File: config.mk
export PLATFORM = sky130hd
export DESIGN_NAME = tlb_miss_arb
export DESIGN_NICKNAME = d
export VERILOG_FILES = /design/src/rtl/ariane_pkg.sv /design/src/rtl/riscv_pkg.sv /design/src/rtl/tlb_miss_arb.sv
export SDC_FILE = /design/constraint.sdc
export NUM_CORES = 1
export LEC_CHECK = 0
export CAP_MARGIN = 20
export CELL_PAD_IN_SITES_DETAIL_PLACEMENT = 0
export CELL_PAD_IN_SITES_GLOBAL_PLACEMENT = 1
export CORE_AREA = 10 10 174 176
export CTS_CLUSTER_DIAMETER = 30
export DETAILED_ROUTE_END_ITERATION = 10
export DIE_AREA = 0 0 184 186
export HOLD_SLACK_MARGIN = 0.03
export PLACE_DENSITY_LB_ADDON = 0.1
export SLEW_MARGIN = 0
export SYNTH_ARGS = -nofsm -noshare
export SYNTH_HDL_FRONTEND = slang
export SYNTH_SLANG_ARGS = --single-unit
File: constraint.sdc
create_clock -name clk_i -period 2.5 [get_ports clk_i]
set_input_delay 0.5 -clock clk_i [delete_from_list [all_inputs] [get_ports clk_i]]
set_output_delay 0.5 -clock clk_i [all_outputs]
set_load 0.05 [all_outputs]
File: src/rtl/ariane_pkg.sv
// Shared MMU types: PTW refill record and the miss-arbiter FSM encoding.
package ariane_pkg;

    typedef struct packed {
        logic        valid;
        logic        is_2m;
        logic        is_1g;
        logic [26:0] vpn;
        logic [15:0] asid;
        logic [63:0] content;
    } tlb_update_t;

    typedef enum logic [1:0] {
        StIdle,
        StReq,
        StWait,
        StDrain
    } tlb_miss_arb_state_e;

endpackage

File: src/rtl/riscv_pkg.sv
// Architectural constants shared by the MMU blocks.
package riscv;

    localparam int unsigned VLEN = 39;

endpackage

File: src/rtl/tlb_miss_arb.sv
// Arbitrates ITLB/DTLB misses onto one shared page-table walker and routes the refill back.
// Optional walk counters are built when TLB_MISS_ARB_PERF_EN is defined.
module tlb_miss_arb
    import ariane_pkg::*;
#(
    parameter int unsigned ASID_WIDTH = 1
) (
    input  logic                   clk_i,
    input  logic                   rst_ni,
    input  logic                   flush_i,
    input  logic                   itlb_miss_i,
    input  logic                   dtlb_miss_i,
    input  logic [riscv::VLEN-1:0] itlb_vaddr_i,
    input  logic [riscv::VLEN-1:0] dtlb_vaddr_i,
    input  logic [ASID_WIDTH-1:0]  itlb_asid_i,
    input  logic [ASID_WIDTH-1:0]  dtlb_asid_i,
    input  logic                   dtlb_is_store_i,
    output logic                   ptw_req_o,
    output logic [riscv::VLEN-1:0] ptw_vaddr_o,
    output logic [ASID_WIDTH-1:0]  ptw_asid_o,
    output logic                   ptw_is_store_o,
    output logic                   ptw_is_itlb_o,
    input  logic                   ptw_gnt_i,
    input  logic                   ptw_done_i,
    input  logic                   ptw_error_i,
    input  tlb_update_t            ptw_update_i,
    output tlb_update_t            itlb_update_o,
    output tlb_update_t            dtlb_update_o,
    output logic                   itlb_err_o,
    output logic                   dtlb_err_o
`ifdef TLB_MISS_ARB_PERF_EN
    ,
    output logic [31:0]            itlb_walks_o,
    output logic [31:0]            dtlb_walks_o,
    output logic [31:0]            flushed_walks_o
`endif
);

    tlb_miss_arb_state_e    state_q, state_d;
    logic                   last_itlb_q, last_itlb_d;
    logic [riscv::VLEN-1:0] vaddr_q, vaddr_d;
    logic [ASID_WIDTH-1:0]  asid_q, asid_d;
    logic                   is_store_q, is_store_d;
    logic                   is_itlb_q, is_itlb_d;
    logic                   pick_itlb;

    // Tie goes to whichever side was not served last.
    assign pick_itlb = itlb_miss_i & (~dtlb_miss_i | ~last_itlb_q);

    always_comb begin
        state_d       = state_q;
        last_itlb_d   = last_itlb_q;
        vaddr_d       = vaddr_q;
        asid_d        = asid_q;
        is_store_d    = is_store_q;
        is_itlb_d     = is_itlb_q;
        itlb_update_o = '0;
        dtlb_update_o = '0;
        itlb_err_o    = 1'b0;
        dtlb_err_o    = 1'b0;

        unique case (state_q)
            StIdle: begin
                if (!flush_i && (itlb_miss_i || dtlb_miss_i)) begin
                    is_itlb_d  = pick_itlb;
                    vaddr_d    = pick_itlb ? itlb_vaddr_i : dtlb_vaddr_i;
                    asid_d     = pick_itlb ? itlb_asid_i : dtlb_asid_i;
                    is_store_d = ~pick_itlb & dtlb_is_store_i;
                    state_d    = StReq;
                end
            end
            StReq: begin
                if (ptw_gnt_i) begin
                    state_d = flush_i ? StDrain : StWait;
                end else if (flush_i) begin
                    state_d = StIdle;
                end
            end
            StWait: begin
                if (ptw_done_i) begin
                    state_d = StIdle;
                    if (!flush_i) begin
                        last_itlb_d = is_itlb_q;
                        if (ptw_error_i) begin
                            itlb_err_o = is_itlb_q;
                            dtlb_err_o = ~is_itlb_q;
                        end else if (is_itlb_q) begin
                            itlb_update_o = ptw_update_i;
                        end else begin
                            dtlb_update_o = ptw_update_i;
                        end
                    end
                end else if (flush_i) begin
                    state_d = StDrain;
                end
            end
            StDrain: begin
                if (ptw_done_i) begin
                    state_d = StIdle;
                end
            end
            default: state_d = StIdle;
        endcase
    end

    always_ff @(posedge clk_i or negedge rst_ni) begin
        if (!rst_ni) begin
            state_q     <= StIdle;
            last_itlb_q <= 1'b1;
            vaddr_q     <= '0;
            asid_q      <= '0;
            is_store_q  <= 1'b0;
            is_itlb_q   <= 1'b0;
        end else begin
            state_q     <= state_d;
            last_itlb_q <= last_itlb_d;
            vaddr_q     <= vaddr_d;
            asid_q      <= asid_d;
            is_store_q  <= is_store_d;
            is_itlb_q   <= is_itlb_d;
        end
    end

    assign ptw_req_o      = (state_q == StReq);
    assign ptw_vaddr_o    = vaddr_q;
    assign ptw_asid_o     = asid_q;
    assign ptw_is_store_o = is_store_q;
    assign ptw_is_itlb_o  = is_itlb_q;

`ifdef TLB_MISS_ARB_PERF_EN
    logic [31:0] itlb_walks_q, dtlb_walks_q, flushed_walks_q;
    logic        gnt_acc, drain_entry;

    assign gnt_acc     = (state_q == StReq) & ptw_gnt_i;
    assign drain_entry = (gnt_acc & flush_i) | ((state_q == StWait) & flush_i & ~ptw_done_i);

    always_ff @(posedge clk_i or negedge rst_ni) begin
        if (!rst_ni) begin
            itlb_walks_q    <= '0;
            dtlb_walks_q    <= '0;
            flushed_walks_q <= '0;
        end else begin
            if (gnt_acc && is_itlb_q) begin
                itlb_walks_q <= itlb_walks_q + 32'd1;
            end
            if (gnt_acc && !is_itlb_q) begin
                dtlb_walks_q <= dtlb_walks_q + 32'd1;
            end
            if (drain_entry) begin
                flushed_walks_q <= flushed_walks_q + 32'd1;
            end
        end
    end

    assign itlb_walks_o    = itlb_walks_q;
    assign dtlb_walks_o    = dtlb_walks_q;
    assign flushed_walks_o = flushed_walks_q;
`endif

endmodule
==> results.cfg <==
[power]
leakagePower_nw = 4.420
ir_drop_v = 0.0004888
power_density_nw_per_um2 = 530.0

[die]
core_region_area_um2 = 26730
die-area_um2 = 34220
initial_utilization_pct = 13.32
dieWidth_um = 184
row_count = 60
die_h_um = 186
io_pins = 464

[logic_synthesis]
synth_area_leader_cell = and2_1
synth_cell_types = 30
syn_area_per_cell_um2 = 8.643
ys_seq_area_share_pct = 31.66
synth_edf_count = 0
synth_area_leaders = and2_1 (39%), dfrtp_1 (31%), o221a_2 (13%)
syn_nets = 611
synthMostInstantiatedCell = and2_1
synth_area_um2 = 3561
synth_common_cells = and2_1 (221), dfrtp_1 (44), o221a_2 (40)
synthCells = 412
async_reset_ff_share_pct = 100.0
synth_ff_type = dfrtp_1
yosys_warnings = 0
synth-seq-cells = 45
synth_top_area_share_pct = 38.83

[routing]
routed_wl_um = 31760
wire_per_inst_um = 26.24
drt-initial-drc-count = 230
postRouteAntennaNets = 0
drc = 0
avgViaCountPerCell = 3.991
vias = 4829
first_pass_iters = 4

[placed_design]
port_buffers = 463
pre_cts_ws_ns = -0.1558
gp_congestion = 0.8287
hpwl_um = 27860
dp.cells = 1198

[critical_path]
cp.arrival_ns = 1.94
path_class = input pin to primary output
crit_fanout = 15
cp-end-kind = primary output
worstRegToRegCells = 5
crit_required_ns = 2.00
cp-start-kind = input pin

[clocking]
htreeDepth = 2
clock_path_buffers = 2
cts_buffers = 5
cts-root-buf = clkbuf_16
clk_latency_ns = 0.29
clock_sinks = 45
path_clk_slew_ns = 0.07
cts_hold_buf = 0
cts_tree = done

[sta]
post-route-min-period_ns = 2.443
max-slew-margin-rel_pct = 43.35
finalWorstSetupSlack_ns = 0.05657
report.final.slew_viol_count = 0
tns_ns = 0
setup_viol = 0
min_period_over_period_pct = 97.74
max_freq_mhz = 409.3
finClkSkew_ns = 0.008257
worst_pin_slew_ns = 0.8498
rsz0062_at_grt = yes
hold_viol_final = 0

[final_layout]
fill_cells = 2499
fin_cells = 1210
drive_gt1_share_pct = 36.56
final_util_pct = 42.20
nets = 1065
syn_to_final_growth_pct = 216.7

[global_route]
grt_start_max_net_pins = 43
grt_pass1_wl_um = 43060
track_usage_pct = 17.61
antenna_found_initial = 4
grt_pass1_vias = 5167
grt_overflow = 0

[hold_path]
holdCritPathClass = input pin to async pin

[flow_run]
cap_violations = 0

[outcome]
status = finished clean
==> cells by family (layout without fill, tap and decap cells) <==
logic type | count (synthesis) | count (layout) | share of synthesized area (%)
AND/OR/NAND/NOR | 277 | 277 | 49.09
AO/OA/AOI/OAI | 46 | 46 | 14.02
flip-flops | 45 | 45 | 31.66
buffers and inverters | 43 | 498 | 4.919
multiplexers | 1 | 1 | 0.3162
other | 0 | 2 | 0
==> layer usage <==
layer / part of all wire, % / GRT usage (%) / vias up
met2: 58 / 35.36 / 212
met5: 0.085 / 0 / -
li1: - / - / 2305
met3: 8.2 / 5.771 / 10
met1: 33 / 17.66 / 2298
met4: 0.27 / 1.475 / 4
==> path summary, 6_finish.rpt <==
| check | start | end | slack, ns |
|---|---|---|---|
| worst min register to register | ptw_is_store_o | ptw_is_store_o | 0.54 |
| worst max register to register | state_q[0] | ptw_vaddr_o[37] | 0.75 |
| worst max-delay path | ptw_done_i | itlb_update_o[88] | 0.06 |
| worst min-delay path | rst_ni | ptw_vaddr_o[21] | 0.31 |
| min in group clk_i | ptw_is_store_o | ptw_is_store_o | 0.54 |
| max in group asynchronous | rst_ni | ptw_vaddr_o[3] | 1.52 |
==> metrics by stage <==
stage / hold WS [ns] / power, mW / area, µm²
after detailed placement: 0.5333 / 5.232 / 11030
after global placement: 0.5345 / 5.202 / 11030
final: 0.3148 / 5.977 / 11280
after CTS: 0.3522 / 6.057 / 11250
after floorplan: 0.2044 / 3.443 / 3561
after global routing: 0.3850 / 6.276 / 11280
==> state kept, by name, summed over array words and instances (netlist names) <==
register        count
ptw_asid_o          1
ptw_is_itlb_o       1
ptw_vaddr_o        39
state_q             2
last_itlb_q         1
ptw_is_store_o      1
==> cell type report <==
| cell class | count | area (µm²) | area share (%) |
|---|---|---|---|
| multi-input combinational | 324 | 2301 | 20.40 |
| clock buffer | 7 | 142.6 | 1.265 |
| sequential | 45 | 1130 | 10.02 |
| timing repair buffer | 488 | 7236 | 64.16 |
| inverter | 2 | 7.507 | 0.06656 |
| clock inverter | 1 | 30.03 | 0.2663 |
| antenna | 2 | 5.005 | 0.04438 |
| tap | 341 | 426.7 | 3.783 |
==> what timing repair did <==
action,CTS,global route
gates resized for setup,7,8
gates cloned,1,0
hold endpoints to repair,0,0
setup buffers,1,0
setup endpoints to repair,213,175
==> power breakdown <==
group | switching, mW | internal, mW | total [mW]
logic | 2.25 | 1.64 | 3.88
registers | 0.221 | 1.09 | 1.31
clock network | 0.287 | 0.500 | 0.787
total | 2.76 | 3.22 | 5.98
==> placed cells by master, fill, tap and decap left out <==
master           instances
diode_2                  2
dfstp_2                  1
dlygate4sd2_1            3
nand3_2                  1
inv_1                    2
buf_16                   2
nand3b_1                 1
a2111oi_0                1
buf_2                    1
buf_4                   11
a21o_1                   1
nand2_1                  1
or3_2                    1
bufinv_16                1
buf_12                 235
nand2b_1                 1
and4bb_2                 1
nor3_1                   2
clkbuf_16                5
or3_4                    1
a21bo_2                  1
a221o_2                  1
or2_2                    1
o21ai_0                  1
and2_4                   8
nor2_1                   2
and2_1                 213
nor4_4                   2
dfrtp_2                  2
nor2b_1                  2
dfrtp_1                 42
clkdlybuf4s50_1        236
mux2_2                   1
or3_1                   39
clkbuf_1                 1
o22ai_1                  1
o221a_2                 40
nand4_1                  1
clkbuf_8                 1
==> worst max-delay path: stages <==
cell and delay, ns:
dlygate4sd2_1 0.24, nand3b_1 0.18, nor4_4 0.23, buf_12 0.20
buf_12 0.11, buf_16 0.13, and2_1 0.18, buf_12 0.15
Note: power is estimated with default switching activity, not from simulation.
